$ cat config.mk
export PLATFORM = sky130hd
export DESIGN_NAME = i2c_req_arbiter
export DESIGN_NICKNAME = d
export VERILOG_FILES = /design/src/rtl/i2c_req_arbiter.sv
export SDC_FILE = /design/constraint.sdc
export NUM_CORES = 1
export LEC_CHECK = 0
export ABC_AREA = 1
export CORE_MARGIN = 4
export CORE_UTILIZATION = 45
export DETAILED_ROUTE_END_ITERATION = 8
export PLACE_DENSITY = 0.79
export SYNTH_ARGS = -nofsm -noshare
export SYNTH_HDL_FRONTEND = slang
export SYNTH_SLANG_ARGS = --single-unit
$ cat constraint.sdc
create_clock -name clk -period 2.7 [get_ports clk]
set_input_delay 0.54 -clock clk [delete_from_list [all_inputs] [get_ports clk]]
set_output_delay 0.54 -clock clk [all_outputs]
set_load 0.01 [all_outputs]
$ cat src/rtl/i2c_req_arbiter.sv
// -----------------------------------------------------------------------------
// i2c_req_arbiter
//
// Shares one i2c_master between NREQ on-chip requesters. Each requester posts a
// single-byte transaction (7-bit address, op, write byte). The arbiter picks an
// owner round-robin, launches the transaction on the master, waits for the
// master to go busy and then done, and returns read data plus NACK/timeout
// status to the owner with a one-cycle response strobe.
//
// Handshake: req[i] is a level. The owner sees gnt[i] from LAUNCH until RESP;
// from then on its fields may change (latched copies are used). rsp_valid[i]
// is a one-cycle strobe; rsp_data/rsp_err/rsp_timeout are valid with it and
// hold until the next response. A requester that keeps req high in the cycle
// after rsp_valid is eligible again, behind the other pending requesters.
//
// Ports:
//   clk, rst      system clock, synchronous active-high reset
//   req           per-requester request level
//   req_addr      7-bit address per requester, requester i at [7i+6:7i]
//   req_op        1 = read, 0 = write, per requester
//   req_din       write byte per requester, requester i at [8i+7:8i]
//   gnt           one-hot owner of the master
//   rsp_valid     one-cycle response strobe to the owner
//   rsp_data      read byte (0 for writes and timeouts)
//   rsp_err       NACK or timeout
//   rsp_timeout   timeout flag
//   arb_busy      high whenever the sequencer is not idle
//   m_newd/m_addr/m_op/m_din   launch interface to the master
//   m_dout/m_busy/m_ack_err/m_done   status from the master
// -----------------------------------------------------------------------------
module i2c_req_arbiter #(
  parameter int NREQ    = 4,
  parameter int BUSY_TO = 8,
  parameter int DONE_TO = 16000,
  parameter int TW      = 16
) (
  input  logic                clk,
  input  logic                rst,
  input  logic [NREQ-1:0]     req,
  input  logic [7*NREQ-1:0]   req_addr,
  input  logic [NREQ-1:0]     req_op,
  input  logic [8*NREQ-1:0]   req_din,
  output logic [NREQ-1:0]     gnt,
  output logic [NREQ-1:0]     rsp_valid,
  output logic [7:0]          rsp_data,
  output logic                rsp_err,
  output logic                rsp_timeout,
  output logic                arb_busy,
  output logic                m_newd,
  output logic [6:0]          m_addr,
  output logic                m_op,
  output logic [7:0]          m_din,
  input  logic [7:0]          m_dout,
  input  logic                m_busy,
  input  logic                m_ack_err,
  input  logic                m_done
);

  localparam int IW = (NREQ > 1) ? $clog2(NREQ) : 1;

  typedef enum logic [2:0] {
    S_IDLE      = 3'd0,
    S_LAUNCH    = 3'd1,
    S_WAIT_BUSY = 3'd2,
    S_WAIT_DONE = 3'd3,
    S_RESP      = 3'd4
  } state_t;

  state_t          state_q, state_d;
  logic [IW-1:0]   last_q, last_d;
  logic [IW-1:0]   owner_q, owner_d;
  logic [6:0]      addr_q, addr_d;
  logic            op_q, op_d;
  logic [7:0]      din_q, din_d;
  logic [TW-1:0]   cnt_q, cnt_d;
  logic [NREQ-1:0] gnt_q, gnt_d;
  logic [7:0]      rdata_q, rdata_d;
  logic            err_q, err_d;
  logic            to_q, to_d;

  // Round-robin search: first asserted request at last+1, last+2, ...
  // wrapping modulo NREQ, so the previous owner has the lowest priority.
  logic          pick_found;
  logic [IW-1:0] pick_idx;
  int            idx;
  logic [IW-1:0] idx_w;

  always_comb begin
    pick_found = 1'b0;
    pick_idx   = '0;
    idx        = 0;
    idx_w      = '0;
    for (int k = 1; k <= NREQ; k++) begin
      idx   = (int'(last_q) + k) % NREQ;
      idx_w = IW'(idx);
      if (!pick_found && req[idx_w]) begin
        pick_found = 1'b1;
        pick_idx   = idx_w;
      end
    end
  end

  always_ff @(posedge clk) begin
    if (rst) begin
      state_q <= S_IDLE;
      last_q  <= IW'(NREQ - 1);
      owner_q <= '0;
      addr_q  <= '0;
      op_q    <= 1'b0;
      din_q   <= '0;
      cnt_q   <= '0;
      gnt_q   <= '0;
      rdata_q <= '0;
      err_q   <= 1'b0;
      to_q    <= 1'b0;
    end else begin
      state_q <= state_d;
      last_q  <= last_d;
      owner_q <= owner_d;
      addr_q  <= addr_d;
      op_q    <= op_d;
      din_q   <= din_d;
      cnt_q   <= cnt_d;
      gnt_q   <= gnt_d;
      rdata_q <= rdata_d;
      err_q   <= err_d;
      to_q    <= to_d;
    end
  end

  always_comb begin
    state_d   = state_q;
    last_d    = last_q;
    owner_d   = owner_q;
    addr_d    = addr_q;
    op_d      = op_q;
    din_d     = din_q;
    cnt_d     = cnt_q;
    gnt_d     = gnt_q;
    rdata_d   = rdata_q;
    err_d     = err_q;
    to_d      = to_q;
    m_newd    = 1'b0;
    rsp_valid = '0;

    case (state_q)
      S_IDLE: begin
        if (pick_found) begin
          owner_d = pick_idx;
          addr_d  = req_addr[7*pick_idx +: 7];
          op_d    = req_op[pick_idx];
          din_d   = req_din[8*pick_idx +: 8];
          gnt_d   = NREQ'(1) << pick_idx;
          state_d = S_LAUNCH;
        end
      end

      // Exactly one newd cycle; a longer pulse would relaunch the master.
      S_LAUNCH: begin
        m_newd  = 1'b1;
        cnt_d   = '0;
        state_d = S_WAIT_BUSY;
      end

      S_WAIT_BUSY: begin
        if (m_busy) begin
          cnt_d   = '0;
          state_d = S_WAIT_DONE;
        end else if (cnt_q == TW'(BUSY_TO - 1)) begin
          rdata_d = '0;
          err_d   = 1'b1;
          to_d    = 1'b1;
          state_d = S_RESP;
        end else begin
          cnt_d = cnt_q + 1'b1;
        end
      end

      // m_done wins over a timeout landing in the same cycle.
      S_WAIT_DONE: begin
        if (m_done) begin
          rdata_d = op_q ? m_dout : 8'h00;
          err_d   = m_ack_err;
          to_d    = 1'b0;
          state_d = S_RESP;
        end else if (cnt_q == TW'(DONE_TO - 1)) begin
          rdata_d = '0;
          err_d   = 1'b1;
          to_d    = 1'b1;
          state_d = S_RESP;
        end else begin
          cnt_d = cnt_q + 1'b1;
        end
      end

      S_RESP: begin
        rsp_valid = NREQ'(1) << owner_q;
        last_d    = owner_q;
        gnt_d     = '0;
        state_d   = S_IDLE;
      end

      default: begin
        state_d = S_IDLE;
      end
    endcase
  end

  assign gnt         = gnt_q;
  assign rsp_data    = rdata_q;
  assign rsp_err     = err_q;
  assign rsp_timeout = to_q;
  assign arb_busy    = (state_q != S_IDLE);

  // Master-side fields come from the latched copies and read 0 when idle.
  assign m_addr = arb_busy ? addr_q : 7'h00;
  assign m_op   = arb_busy ? op_q   : 1'b0;
  assign m_din  = arb_busy ? din_q  : 8'h00;

endmodule

Word-level counts from Yosys, hierarchy flattened
Cells that the tools add are included.
{"block": "op_classes", "magnitude_cmp": 5, "n_mul": 1, "n_eq_ne": 14, "shifts": 4, "add_sub_neg": 5, "muxes": 49, "reduce_logical": 16}
{"cell": "$mux 16", "n": 4}
{"cell": "$mux 8", "n": 6}
{"cell": "$pmux 16 s3", "n": 1}
{"cell": "$shiftx 32x6->8", "n": 1}
{"cell": "$shiftx 28x6->7", "n": 1}
{"cell": "$add 16x1->16 const B", "n": 1}
{"cell": "$eq 16x14->1 const B", "n": 1}
{"cell": "$eq 16x3->1 const B", "n": 1}
{"cell": "$mux 1", "n": 16}
{"cell": "$pmux 8 s2", "n": 1}
{"cell": "$lt 2x3->1 const B", "n": 5}
{"cell": "$mux 3", "n": 5}
{"cell": "$pmux 3 s4", "n": 1}
{"cell": "$bmux 1 s2", "n": 5}
{"cell": "$ne 2x2->1 const B", "n": 5}
{"cell": "$ne 3x3->1 const B", "n": 3}
{"cell": "$mux 2", "n": 4}
{"cell": "$mux 4", "n": 2}
{"cell": "$pmux 4 s2", "n": 1}
{"cell": "$reduce_and 4->1", "n": 2}
{"cell": "$shl 1x2->4 const A", "n": 2}
{"cell": "$mux 7", "n": 1}
{"cell": "$eq 3x2->1 const B", "n": 2}
{"cell": "$reduce_bool 3->1", "n": 2}
{"cell": "other kinds (12)", "n": 21}
{"block": "word_totals", "out_inout_bits": 36, "regBits": 53, "input_bits": 81}

Depth between registers and ports, before layout
Gate-level depths: netlist (run 1).
{"block": "depth", "ltp_word": 16, "mapped_depth": 17}

Worst setup path after synthesis (run 1)
OpenSTA, ideal clock, no wires.
{"block": "synth_timing", "kind": "reg2out", "from": "register state_q[1]", "to": "output port m_addr[3]", "n_path_buf": 2, "path_slack_ns": 0.850, "arrival_ns": 1.310, "path_stages_with_launch": 7, "cell_sequence": "dfxtp_1 -> nor2_1 -> inv_1 -> nor2_1 -> clkbuf_1 -> buf_1 -> nor2_1"}
{"block": "synth_between", "elab_chain_cells": 2}
{"item": "start, declared", "line": "69", "text": "state_t state_q, state_d;"}
{"item": "start signal, assigned", "line": "117", "text": "state_q <= state_d;"}
{"item": "$reduce_bool 3->1", "line": "213", "text": "assign arb_busy = (state_q != S_IDLE);"}
{"item": "$mux 7", "line": "216", "text": "assign m_addr = arb_busy ? addr_q : 7'h00;"}
{"item": "end, declared", "line": "50", "text": "output logic [6:0] m_addr,"}
Every way passes these cells.

Worst setup path after layout (run 1)
{"block": "layout_timing", "from": "register state_q[0]", "to": "output port rsp_valid[0]"}
{"block": "layout_between", "elab_chain_cells": 2}
{"item": "$eq 3x3->1", "line": "146", "text": "case (state_q)"}
{"item": "$mux 4", "line": "146"}
{"item": "end, declared", "line": "44", "text": "output logic [NREQ-1:0] rsp_valid,"}
Every way passes these cells.

==> impl_metrics.tcl, run 1 <==
set metrics [dict create \
    grt_remaining_overflow 0 \
    fmax_mhz 411 \
    drive_gt1_share_pct 6.47 \
    initial_core_util_pct 46.3 \
    ys_seq_elements 53 \
    cts_hold_buffers 0 \
    final_cell_mix "nand2_1 (220), clkdlybuf4s50_1 (116), nand3_1 (79)" \
    fillers 740 \
    vdd_ir_drop_max_mv 0.353 \
    timing.final.crit_share_pct 90.2 \
    cts_buffers 5 \
    worstMarginPinSlew_ps 440 \
    ioPinCount 117 \
    diodes 0 \
    gp_congestion 0.954 \
    synth_cells 604 \
    drt_wl_total_mm 10.7 \
    grt_first_pass_wirelength_mm 18.8 \
    drc_errors 0 \
    worstSetupPathType "register to output port" \
    grt_use_met2_pct 41.3 \
    area_growth_pct 37.1 \
    p_leak_nw 2.21 \
    cts_sinks 53 \
    routedWlPerCell_um 13.2 \
    cts_tree "done" \
    fin_worst_skew_ps 8.25 \
    power_density_nw_per_um2 784 \
    postRouteAntennaNets 0 \
    period_minus_slack_ps 2440 \
    grt_antenna_before_repair 0 \
    seq_area_frac_synth_pct 29.7 \
    end_kind "output port" \
    cap_violations 0 \
    synth_nets 686 \
    grt_util_met1_pct 28.9 \
    clk_pin_slew_ps 90 \
    cp_max_fo 6 \
    avgSynthCellArea_um2 5.92 \
    r2r_cells 15 \
    grt_max_degree 35 \
    row_count 32 \
    hold_viol 0 \
    hpwlAfterDp_mm 8.39 \
    dieArea_um2 9430 \
    yosysWarnings 0 \
    nNetsFinal 793 \
    status "finished clean" \
    r2r_start "last_q[0]$_SDFFE_PP1P_" \
    crit_required_ps 2160 \
    hold_slack_ps 455 \
    cts-root-buf "clkbuf_8" \
    clk_path_buf_depth 2 \
    whs_path_depth 2 \
    drt_iter0_markers 153 \
    cp.arrival_ps 1900 \
    grt_pass1_vias 4116 \
    fp.dieW_um 97.1 \
    final_max_slew_viol_count 0 \
    utilization_pct 63.4 \
    port_buffers 116 \
    finalSetupViolations 0 \
    hp-class "register to register" \
    cp-start-kind "register" \
    drt_pre_antenna_iters 5 \
    finalSetupTns_ps 0 \
    slew_headroom_pct 70.6 \
    syn_area_um2 3570 \
    startpoint "state_q[0]$_SDFFE_PP0P_" \
    num_vias 4113 \
    yosysUniqueCellTypes 32 \
    worstHoldStart "rsp_timeout$_SDFFE_PP0P_" \
    coreArea_um2 7730 \
    top_usage_layer "met2" \
    clk_latency_ps 300 \
    die_height_um 97.1 \
    met3_usage_pct 4.59 \
    rsz0062_at_grt "false" \
    avgViaCountPerCell 5.06 \
    h-tree-depth 2 \
    layout_commonest_cell "nand2_1" \
    grt.total_usage_pct 23.6 \
]
-- metrics by stage --
step	std cells	setup slack [ps]	instance area, µm²	power, mW
after floorplan	604	850	3570	2.63
after global placement	806	241	4810	3.37
after detailed placement	806	173	4810	3.41
after CTS	813	135	4900	3.87
after global routing	813	111	4900	4.24
final	813	264	4900	3.84
-- registers in the layout, summed over array words and instances, names as in the netlist --
| name | flops |
|---|---|
| gnt | 4 |
| rsp_err | 1 |
| rsp_timeout | 1 |
| cnt_q | 16 |
| din_q | 8 |
| last_q | 2 |
| addr_q | 7 |
| rsp_data | 8 |
| owner_q | 2 |
| op_q | 1 |
| state_q | 3 |
-- synth_stat cells --
cell,count,area share [%]
nand2_1,220,23
nand3_1,79,11
inv_1,61,6.4
dfxtp_1,53,30
a21oi_1,48,6.7
nor2_1,41,4.3
nand4_1,12,2.1
inv_2,11,1.2
buf_2,8,1.1
buf_4,7,1.5
nand2_2,7,1.2
nor3_1,7,0.98
a211oi_1,6,1.3
buf_1,6,0.63
xor2_1,6,1.5
clkbuf_1,5,0.53
o21ai_0,4,0.56
nor2_4,3,0.94
nor4_1,3,0.53
a31oi_1,2,0.35
nand3_4,2,0.98
o211ai_1,2,0.42
o21ai_1,2,0.28
a31o_2,1,0.25
buf_6,1,0.31
ha_1,1,0.35
inv_6,1,0.25
nand2_4,1,0.31
nor2_2,1,0.18
nor2_8,1,0.56
o211a_1,1,0.28
xnor2_1,1,0.25
-- power by group --
group,internal (mW),leakage [nW],total (mW),switching [mW]
Sequential,0.941,0.433,1.04,0.0980
Clock,0.204,0.0443,0.448,0.244
Combinational,0.906,1.74,2.36,1.45
Total,2.05,2.21,3.84,1.79
-- final timing paths --
path	to	slack, ps
setup / recovery	rsp_valid[0]	260
hold / removal	rsp_timeout$_SDFFE_PP0P_	460
setup reg to reg	din_q[4]$_SDFFE_PP0P_	530
hold reg to reg	rsp_timeout$_SDFFE_PP0P_	460
-- critical path, cell delays in order, from the launching register on --
cell	delay, ps
dfxtp_1	360
nor2_1	110
inv_1	70
nor2_2	230
inv_1	100
nor3_1	160
clkdlybuf4s50_1	570
-- area by class of cell --
type                       instances  area, µm²  area share [%]
clock buffer                       7       86.3            1.76
inverter                          73        279            5.69
multi-input combinational        451       2090            42.7
sequential                        53       1060            21.6
tap                              102        128            2.60
timing repair buffer             127       1260            25.6
-- kinds of logic (layout without fill, tap and decap cells) --
family                   Yosys count  in the layout  synth area share [%]
AO/OA/AOI/OAI                     66             66                  10.1
XOR/XNOR                           7              7                  1.72
adder cells (fa/ha/maj)            1              1                 0.350
buffers and inverters            100            207                  11.9
flip-flops                        53             53                  29.7
AND/OR/NAND/NOR                  377            377                  46.3
-- repair_timing --
item / CTS / global route
setup buffers: 0 / 0
setup endpoints to repair: 0 / 2
gates resized for setup: 0 / 1
-- routing by layer --
layer	part of all wire [%]	vias to the layer above
met5	0	-
met4	2.0	0
met3	7.3	15
met2	49	153
met1	42	1807
li1	-	2138
No activity file was read; power rests on OpenSTA's default activity.
==> run 2: changes to the inputs <==
Settings changed: SKIP_LAST_GASP from default to 1, SLEW_MARGIN from default to 20.
==> results of run 2 <==
The final DEF is identical to that of run 1; final timing and power are the same.
==> run 3: changes to the inputs <==
Settings changed: CORE_MARGIN 4 to 3.
Clock period 2.7 ns to 2.85 ns, I/O delays scaled along.
==> run 3 against run 2 <==
  * Utilization up 2.0 points
  * Clock power is 2% higher
  * Total power is 4.5% lower
  * Sequential power decreased by 6%
  * Die area shrank 4.1%
  * Cell area shrank 0.10%
  * Global-route usage increased by 0.59 points
  * Worst setup slack better by 170 ps
  * Flip-flop and latch count stayed put
  * Count of clock-buffer cells in the layout decreased by 2
  * Register-to-register slack improved by 130 ps
  * Combinational power decreased by 6%
==> impl_metrics.tcl, run 3 (synthesis gave the netlist of run 1 again) <==
set metrics [dict create \
    status "finished clean" \
    path_common_cell "nor2_1" \
    regMostFlops "cnt_q" \
    drc_errors 0 \
    h-tree-depth 2 \
    p_leak_nw 2.21 \
    grt_remaining_overflow 0 \
    crit_required_ps 2280 \
    fin_worst_skew_ps 7.01 \
    grt.total_usage_pct 24.1 \
    cp-start-kind "register" \
    stdcell_count 810 \
    clk_pin_slew_ps 100 \
    clk_path_buf_depth 2 \
    crit_slowest_cell "clkdlybuf4s50_1" \
    power_density_nw_per_um2 750 \
    top_usage_layer "met2" \
    drt_wl_total_mm 10.7 \
    grt_max_degree 46 \
    hold_viol 0 \
    initial_core_util_pct 47.8 \
    fmax_mhz 414 \
    p_switching_mw 1.75 \
    slowest_delay_ps 570 \
    cts_setup_buffers 0 \
    cts_tree "done" \
    coreArea_um2 7490 \
    fillers 686 \
    switching_share_pct 47.8 \
    ioPinCount 117 \
    dieArea_um2 9050 \
    avgViaCountPerCell 5.15 \
    cp.arrival_ps 1850 \
    port_buffers 116 \
    hp-class "register to register" \
    power_frac_clock_pct 12.4 \
    finalSetupViolations 0 \
    cts_sinks 53 \
    end_kind "output port" \
    grt_first_pass_wirelength_mm 17.6 \
    largest_reg_flops 16 \
    cts-root-buf "clkbuf_8" \
    pwr-share-comb_pct 60.9 \
    pwr-share-seq_pct 26.8 \
    drt_iter0_markers 254 \
    timing.final.crit_share_pct 84.8 \
    worstSetupPathType "register to output port" \
    post_cts_resized 0 \
    final_cell_mix "nand2_1 (220), clkdlybuf4s50_1 (116), nand3_1 (79)" \
    cap_violations 0 \
    r2r_slack_ps 660 \
    period_minus_slack_ps 2420 \
    nNetsFinal 792 \
    fp.dieW_um 95.1 \
    gp_congestion 0.938 \
    rsz0062_at_grt "false" \
    area_growth_pct 37.0 \
    num_vias 4169 \
    cts_buffers 5 \
    met3_usage_pct 5.05 \
    hold_slack_ps 451 \
    layout_commonest_cell "nand2_1" \
    finalSetupTns_ps 0 \
    hpwlAfterDp_mm 8.29 \
    vdd_ir_drop_max_mv 0.441 \
    grt_use_met2_pct 39.5 \
    internal_power_mw 1.92 \
    worstMarginPinSlew_ps 488 \
    drive_gt1_share_pct 6.47 \
    die_height_um 95.1 \
    postRouteAntennaNets 0 \
    diodes 0 \
    drt_pre_antenna_iters 5 \
    grt_pass1_vias 3766 \
    grt_util_met1_pct 32.2 \
    utilization_pct 65.4 \
    dp_cells 802 \
    row_count 31 \
    cts_hold_buffers 0 \
    clk_latency_ps 320 \
    routedWlPerCell_um 13.2 \
    cp_max_fo 13 \
    slew_headroom_pct 67.4 \
    path_cells "nor2_1 > inv_1 > nor2_1 > buf_4 > nor2_1 > clkdlybuf4s50_1" \
    final_max_slew_viol_count 0 \
    grt_antenna_before_repair 0 \
]
==> run 3: cell types whose count changed in the layout (fill, tap and decap cells not counted), sizes merged <==
cell,before,now
buf,11,10
inv,73,74
clkinvlp,0,2
clkbuf,7,5
==> run 3: power by group through the flow <==
stage	Clock (mW)	Combinational, mW	Sequential (mW)
after global placement	0	2.20	0.993
after CTS	0.461	2.24	0.981
after global routing	0.497	2.52	1.00
final	0.455	2.23	0.982
after detailed placement	0	2.23	0.998
after floorplan	0	1.52	0.978
==> run 3: layout make-up <==
class	instances	area (µm²)	area share, %
Multi-Input combinational cell	451	2090	42.7
Inverter	73	279	5.70
Tap cell	99	124	2.53
Timing Repair Buffer	126	1250	25.5
Clock inverter	3	26.3	0.537
Sequential cell	53	1060	21.7
Clock buffer	5	68.8	1.41
==> run 3: routing by layer <==
metal | vias up | share of wire, %
met3 | 17 | 7.9
met1 | 1848 | 43
li1 | 2140 | -
met2 | 164 | 47
met5 | - | 0
met4 | 0 | 1.7
==> run 3: worst paths after layout <==
path,from,endpoint,cells past startpoint
worst max-delay path,state_q[0]$_SDFFE_PP0P_,m_din[6],6
worst min-delay path,rsp_timeout$_SDFFE_PP0P_,rsp_timeout$_SDFFE_PP0P_,2
worst max register to register,last_q[0]$_SDFFE_PP1P_,din_q[4]$_SDFFE_PP0P_,15
worst min register to register,rsp_timeout$_SDFFE_PP0P_,rsp_timeout$_SDFFE_PP0P_,2
==> run 3: critical path: cells and delay by family, from the launching register on <==
kind | cells | cell delay, ps
buffers and inverters | 3 | 830
DFF | 1 | 400
and+or+nand+nor | 3 | 290
==> run 3: through the flow <==
step	instance area [µm²]	power (mW)	worst slack, ps
2_1_floorplan	3570	2.50	970
3_3_place_gp	4800	3.19	349
3_5_place_dp	4800	3.23	271
4_1_cts	4900	3.69	443
5_1_grt	4900	4.02	315
6_report	4900	3.67	432
